`src/rtl/stf_seq_ctrl_if.sv`:
```
// Sample stream between the STF sequencer and the preamble/sample mux.
// The master drives the sample, valid and last flags; the slave returns ready.
interface stf_seq_ctrl_if;
   logic [31:0] stf_iq;
   logic        stf_valid;
   logic        stf_ready;
   logic        stf_last;

   modport master (output stf_iq, output stf_valid, output stf_last, input stf_ready);
   modport slave  (input stf_iq, input stf_valid, input stf_last, output stf_ready);
endinterface

```
`src/rtl/stf_seq_ctrl.sv`:
```
// Plays the 16-entry STF ROM REP_NUM times as a registered valid/ready stream.
// Define STF_WINDOW_EN to halve sample 0 and append a halved tail sample (state TAIL).
module stf_seq_ctrl #(
   parameter int REP_NUM = 10,
   parameter int ADDR_W  = 4
) (
   input  logic              clk,
   input  logic              phy_tx_arest,
   input  logic              start,
   input  logic              abort,
   output logic [ADDR_W-1:0] rom_addr,
   input  logic [31:0]       rom_dout,
   stf_seq_ctrl_if.master    stf,
   output logic              busy,
   output logic              done
);
   localparam logic [1:0] ST_IDLE = 2'd0;
   localparam logic [1:0] ST_RUN  = 2'd1;
`ifdef STF_WINDOW_EN
   localparam logic [1:0] ST_TAIL = 2'd2;
`endif
   localparam logic [3:0] REP_LAST = 4'(REP_NUM - 1);

   logic [1:0]        state_reg, state_next;
   logic [ADDR_W-1:0] addr_reg, addr_next;
   logic [3:0]        rep_reg, rep_next;
   logic [31:0]       iq_reg, iq_next;
   logic              valid_reg, valid_next;
   logic              last_reg, last_next;
   logic              busy_reg, busy_next;
   logic              done_reg, done_next;
   logic              xfer;
   logic              addr_wrap;
   logic              burst_end;
   logic [31:0]       edge_sample;

   assign xfer      = valid_reg & stf.stf_ready;
   assign addr_wrap = (addr_reg == '1);

   // Edge samples use ROM entry 0; with windowing I and Q are halved independently (signed floor).
`ifdef STF_WINDOW_EN
   assign edge_sample = {rom_dout[31], rom_dout[31:17], rom_dout[15], rom_dout[15:1]};
`else
   assign edge_sample = rom_dout;
`endif

   always_comb begin
      state_next = state_reg;
      addr_next  = addr_reg;
      rep_next   = rep_reg;
      iq_next    = iq_reg;
      valid_next = valid_reg;
      last_next  = last_reg;
      busy_next  = busy_reg;
      done_next  = 1'b0;
      burst_end  = 1'b0;

      case (state_reg)
         ST_IDLE: begin
            addr_next = '0;
            // The done cycle still counts as busy for start acceptance.
            if (start && !done_reg) begin
               state_next = ST_RUN;
               iq_next    = edge_sample;
               valid_next = 1'b1;
               busy_next  = 1'b1;
               last_next  = 1'b0;
               addr_next  = ADDR_W'(1);
               rep_next   = '0;
            end
         end
         ST_RUN: begin
            if (xfer) begin
               if (last_reg) begin
`ifdef STF_WINDOW_EN
                  state_next = ST_TAIL;
                  iq_next    = edge_sample;
                  last_next  = 1'b1;
`else
                  burst_end  = 1'b1;
`endif
               end else begin
                  iq_next   = rom_dout;
                  addr_next = addr_reg + 1'b1;
                  last_next = addr_wrap && (rep_reg == REP_LAST);
                  if (addr_wrap) begin
                     rep_next = rep_reg + 1'b1;
                  end
               end
            end
         end
`ifdef STF_WINDOW_EN
         ST_TAIL: begin
            if (xfer) begin
               burst_end = 1'b1;
            end
         end
`endif
         default: state_next = ST_IDLE;
      endcase

      if (burst_end) begin
         state_next = ST_IDLE;
         valid_next = 1'b0;
         last_next  = 1'b0;
         busy_next  = 1'b0;
         addr_next  = '0;
         done_next  = 1'b1;
      end

      if (abort) begin
         state_next = ST_IDLE;
         valid_next = 1'b0;
         last_next  = 1'b0;
         busy_next  = 1'b0;
         addr_next  = '0;
         rep_next   = '0;
         done_next  = 1'b0;
      end
   end

   always_ff @(posedge clk or posedge phy_tx_arest) begin
      if (phy_tx_arest) begin
         state_reg <= ST_IDLE;
         addr_reg  <= '0;
         rep_reg   <= '0;
         iq_reg    <= '0;
         valid_reg <= 1'b0;
         last_reg  <= 1'b0;
         busy_reg  <= 1'b0;
         done_reg  <= 1'b0;
      end else begin
         state_reg <= state_next;
         addr_reg  <= addr_next;
         rep_reg   <= rep_next;
         iq_reg    <= iq_next;
         valid_reg <= valid_next;
         last_reg  <= last_next;
         busy_reg  <= busy_next;
         done_reg  <= done_next;
      end
   end

   assign rom_addr      = addr_reg;
   assign stf.stf_iq    = iq_reg;
   assign stf.stf_valid = valid_reg;
   assign stf.stf_last  = last_reg;
   assign busy          = busy_reg;
   assign done          = done_reg;
endmodule

```
`src/flat_wrapper.sv`:
```
// flat-port wrapper written by rule: the top's interface ports become plain ports
module stf_seq_ctrl_flat 
#(
   parameter int REP_NUM = 10,
   parameter int ADDR_W  = 4
)
  (clk, phy_tx_arest, start, abort, rom_addr, rom_dout, busy, done, stf_stf_iq, stf_stf_valid, stf_stf_last, stf_stf_ready);
  stf_seq_ctrl_if stf_i ();
  input  logic clk;
  input  logic phy_tx_arest;
  input  logic start;
  input  logic abort;
  output logic [ADDR_W-1:0] rom_addr;
  input  logic [31:0] rom_dout;
  output logic busy;
  output logic done;
  output wire logic [$bits(stf_i.stf_iq)-1:0] stf_stf_iq;
  output wire logic [$bits(stf_i.stf_valid)-1:0] stf_stf_valid;
  output wire logic [$bits(stf_i.stf_last)-1:0] stf_stf_last;
  input wire logic [$bits(stf_i.stf_ready)-1:0] stf_stf_ready;
  assign stf_stf_iq = stf_i.stf_iq;
  assign stf_stf_valid = stf_i.stf_valid;
  assign stf_stf_last = stf_i.stf_last;
  assign stf_i.stf_ready = stf_stf_ready;
  stf_seq_ctrl #(.REP_NUM(REP_NUM), .ADDR_W(ADDR_W)) u_core (.clk(clk), .phy_tx_arest(phy_tx_arest), .start(start), .abort(abort), .rom_addr(rom_addr), .rom_dout(rom_dout), .stf(stf_i), .busy(busy), .done(done));
endmodule
```
`config.mk`:
```
export PLATFORM = sky130hd
export DESIGN_NAME = stf_seq_ctrl_flat
export DESIGN_NICKNAME = d
export VERILOG_FILES = /design/src/rtl/stf_seq_ctrl_if.sv /design/src/rtl/stf_seq_ctrl.sv /design/src/flat_wrapper.sv
export SDC_FILE = /design/constraint.sdc
export NUM_CORES = 1
export LEC_CHECK = 0
export ABC_CLOCK_PERIOD_IN_PS = 2300
export BUFFER_PORTS_ARGS = -buffer_cell sky130_fd_sc_hd__buf_4
export CORE_MARGIN = 4
export CORE_UTILIZATION = 35
export DETAILED_ROUTE_END_ITERATION = 10
export PLACE_DENSITY = 0.57
export RECOVER_POWER = 100
export SYNTH_ARGS = -nofsm -noshare
export SYNTH_HDL_FRONTEND = slang
export SYNTH_SLANG_ARGS = --single-unit
```
`constraint.sdc`:
```
create_clock -name clk -period 2.3 [get_ports clk]
set_input_delay 0.115 -clock clk [delete_from_list [all_inputs] [get_ports clk]]
set_output_delay 0.115 -clock clk [all_outputs]
set_load 0.1 [all_outputs]
```
# Word-level counts from Yosys, hierarchy flattened
# Index checks and enable logic that the tools add are counted.
[word_totals]
output_inout_bits = 40
register_bits = 45
in_bits = 37
wordCells = 74
[op_classes]
n_addsub = 2
n_reduce_logical = 15
bitwise = 1
n_eq_ne = 14
mux = 35
[ops]
columns = ["cell", "n"]
rows = [
  ["32-bit two-way mux", 3],
  ["32-bit one-hot mux with 2 select lines", 1],
  ["4-bit two-way mux", 9],
  ["4-bit one-hot mux with 2 select lines", 2],
  ["1-bit two-way mux", 15],
  ["3-bit by 2-bit != test with 1-bit output, second input constant", 4],
  ["3-bit nonzero test", 3],
  ["4-bit by 1-bit adder with 4-bit output, second input constant", 2],
  ["4-bit equality test, second input constant", 2],
  ["4-bit by 2-bit != test with 1-bit output, second input constant", 2],
  ["2-bit two-way mux", 3],
  ["3-bit AND reduction", 2],
  ["5-bit AND reduction", 1],
  ["2-bit by 1-bit != test with 1-bit output, second input constant", 2],
  ["4-bit != test, second input constant", 1],
  ["2-bit one-hot mux with 2 select lines", 1],
  ["2-bit AND reduction", 2],
  ["4-bit AND reduction", 1],
  ["4-bit nonzero test", 1],
  ["3-bit != test, second input constant", 1],
  ["2-bit by 1-bit equality test with 1-bit output, second input constant", 1],
  ["1-bit logical AND", 2],
  ["2-bit logical NOT", 1],
  ["2-bit != test, second input constant", 1],
  ["other kinds (4)", 4],
]

# Depth between registers and ports, before layout
[depth]
ltp_word = 7
mapped_depth = 5
depth_no_buf = 5

# Worst setup path after synthesis
# Ideal clock, no wire load.
[synth_timing]
path_kind = "register -> register"
startpoint = "reg u_core.addr_reg[1] (netlist: u_core.rom_addr[1])"
endpoint = "reg u_core.last_reg (netlist: u_core.stf.stf_last)"
slack_ps = 56
period_less_slack_ps = 2244
setup_ps = 94
path_buffers = 0
arrival_ps = 2150
required_ps = 2206
path_stages_with_launch = 5
path_cell_list = "dfrtp_1 -> ha_1 -> nand4b_1 -> or4_1 -> a211oi_1"
[synth_between]
elab_chain_cells = 7
[synth_rtl]
columns = ["item", "line_no", "text"]
rows = [
  ["from (decl)", "stf_seq_ctrl.sv:25", "logic [ADDR_W-1:0] addr_reg, addr_next;"],
  ["from (signal assigned)", "stf_seq_ctrl.sv:134", "addr_reg <= addr_next;"],
  ["4-bit equality test", "stf_seq_ctrl.sv:38", "assign addr_wrap = (addr_reg == '1);"],
  ["1-bit logical AND", "stf_seq_ctrl.sv:85", "last_next = addr_wrap && (rep_reg == REP_LAST);"],
  ["1-bit two-way mux", "stf_seq_ctrl.sv:74", "if (last_reg) begin"],
  ["1-bit two-way mux", "stf_seq_ctrl.sv:73", "if (xfer) begin"],
  ["1-bit one-hot mux with 2 select lines", "stf_seq_ctrl.sv:58", "case (state_reg)"],
  ["1-bit two-way mux", "stf_seq_ctrl.sv:102", "if (burst_end) begin"],
  ["1-bit two-way mux", "stf_seq_ctrl.sv:111", "if (abort) begin"],
  ["to (signal assigned)", "stf_seq_ctrl.sv:138", "last_reg <= last_next;"],
  ["to (decl)", "stf_seq_ctrl.sv:29", "logic last_reg, last_next;"],
]
# No other way between the ends. The select of a mux whose other input is x is not followed.
# A chain may end at the register's enable or synchronous reset.

==> impl_metrics.tcl <==
set metrics [dict create \
    status "finished, final reports clean" \
    rows 27 \
    syn_nets 180 \
    ys_seq_elements 44 \
    cts_resized 0 \
    diodes 0 \
    slowest_stage "clkbuf_1" \
    timing.final.hold_violations 0 \
    synth_ff_type "dfrtp_1" \
    hpwl_um 3246 \
    routabilityCongestion 0.8003 \
    postCtsSetupBuffers 0 \
    grt_overflow_total 0 \
    grt_pass1_wl_um 7224 \
    path_clk_slew_ns 0.08 \
    drt-initial-drc-count 71 \
    clock-sinks 44 \
    grt_max_degree 33 \
    cp.arrival_ns 1.77 \
    die_h_um 84.66 \
    drt_pass1_iterations 4 \
    power.density_nw_per_um2 985.0 \
    yosysWarnings 0 \
    startpoint "u_core.stf.stf_valid$_DFFE_PP0P_" \
    drv_cap 0 \
    grtUsageTotal_pct 12.72 \
    fin_skew_ns 0.009601 \
    power_leakage_nw 1.065 \
    setup_tns_ns 0 \
    antenna_found_initial 0 \
    htree_levels 2 \
    grt_setup_unrepaired "false" \
    syn2layout_area_growth_pct 20.32 \
    cp-start-kind "flip-flop" \
    regArea_um2 1101 \
    grt_pass1_vias 1453 \
    drt-total-wl_um 4367 \
    min_period_over_period_pct 81.97 \
    fin_hold_ws_ns 0.03149 \
    fmax_ghz 0.5304 \
    totalPowerFinal_w 0.002438 \
    path_buf_inv 1 \
    min_from "abort" \
    path_max_fanout 12 \
    largest_register_ffs 32 \
    num_io_pins 77 \
    clock_path_buffers 2 \
    critPathRequiredTime_ns 2.18 \
    port_buffers 76 \
    vias_per_cell 4.859 \
    layout.cells.non_filler 291 \
    syn-instance-count 140 \
    async_flop_share_pct 100.0 \
    end_kind "output pin" \
    drive_gt1_share_pct 23.29 \
    cts_buffers 5 \
    slowest_delay_ns 0.91 \
    synth_area_um2 2057 \
    crit_family "buffers and inverters" \
    synth_area_leaders "dfrtp_1 54%, mux2_4 22%, buf_12 2.9%" \
    core-area_um2 5608 \
    clk_latency_ns 0.30 \
    r2r_end "u_core.stf.stf_iq[9]$_DFFE_PP0P_" \
    yosysSeqAreaShare_pct 53.53 \
    final_antenna_net_count 0 \
    path_depth 1 \
    synth.top_cell.area_share_pct 53.53 \
    fin_util_pct 44.13 \
    cp_cell_sequence "clkbuf_1" \
    min_path_type "in -> reg" \
    nets 258 \
    die_x_um 84.66 \
    max-vdd-ir-drop_mv 0.4098 \
    root_buffer "clkbuf_8" \
    synth-edff-count 0 \
    setup_viol 0 \
    drv_slew 0 \
    initial_core_util_pct 36.68 \
    maxSlewHeadroom_pct 19.69 \
    multi_input_area_um2 744.5 \
    drc 0 \
    syn_avg_cell_area_um2 14.69 \
    min_path_cells 2 \
    ys_types 33 \
    wire_per_inst_um 15.01 \
    num_vias 1414 \
    final_cell_mix "44 x clkbuf_1, 44 x dfrtp_1, 35 x buf_4, 29 x mux2_1" \
    dieArea_um2 7167 \
    tightest_slew_ns 1.210 \
    cts_tree "done" \
    fillers 586 \
    reg2reg_slack_ns 0.55 \
    crit_type "reg -> out" \
    yosys.area.top_type "dfrtp_1" \
    r2r-start "u_core.state_reg[0]$_DFFE_PP0P_" \
    period_minus_slack_ns 1.885 \
    dp.cells 282 \
    worstSetupEndpoint "busy" \
    reg2reg_depth 3 \
]
==> repair_timing <==
item / CTS / global route
endpoints found under the setup margin: 0 / 0
hold buffers: 1 / 0
endpoints found under the hold margin: 29 / 0
==> layout make-up <==
class                   instances  area share (%)
repair buffers                 79           17.69
inverters                       3          0.4550
multi-input cells              85           30.08
flip-flops and latches         44           44.49
well taps                      72           3.640
clock buffers                   8           3.640
==> worst min path at each step <==
stage	to	slack (ns)
after floorplan	u_core.stf.stf_iq[0]$_DFFE_PP0P_	0.26
after global placement	u_core.stf.stf_iq[17]$_DFFE_PP0P_	0.31
after detailed placement	u_core.stf.stf_iq[14]$_DFFE_PP0P_	0.31
after CTS	u_core.rom_addr[0]$_DFFE_PP0P_	0.02
after global routing	u_core.stf.stf_iq[3]$_DFFE_PP0P_	0.02
final	u_core.rom_addr[0]$_DFFE_PP0P_	0.03
==> power by group <==
| part | internal, W | switching (W) | leakage [nW] |
|---|---|---|---|
| combinational | 0.000156 | 0.000859 | 0.482 |
| clock | 0.000245 | 0.000247 | 0.0455 |
| sequential | 0.000871 | 0.0000605 | 0.538 |
| total | 0.00127 | 0.00117 | 1.06 |
==> logic make-up after synthesis <==
group	Yosys count	synth area share [%]
fa+ha+maj	3	1.825
compound gates	16	5.292
buf+inv	11	4.987
flops	44	53.53
simple gates	30	9.307
mux	36	25.06
==> synthesized netlist by cell type, drive strengths merged (2+ instances only) <==
| master | count |
|---|---|
| dfrtp | 44 |
| mux2 | 34 |
| buf | 7 |
| a21oi | 6 |
| nor2 | 6 |
| nand3 | 5 |
| nand2 | 4 |
| ha | 3 |
| inv | 3 |
| nand4 | 3 |
| a211oi | 2 |
| mux2i | 2 |
| nand4b | 2 |
| o21ai | 2 |
| or3 | 2 |
==> through the flow <==
step / setup WS [ns] / area [um^2]
after CTS: 0.4255 / 2741
after global placement: 0.4668 / 2641
after detailed placement: 0.4383 / 2641
after floorplan: 0.05579 / 2057
final: 0.4148 / 2475
after global routing: 0.3378 / 2475
==> routing by layer <==
layer	vias up	part of all wire, %	track usage, %
li1	655	-	-
met1	691	40	15.18
met2	62	49	20.28
met3	6	8.6	5.496
met4	0	1.4	4.892
met5	-	0	0
Note: power is estimated with default switching activity, not from simulation.
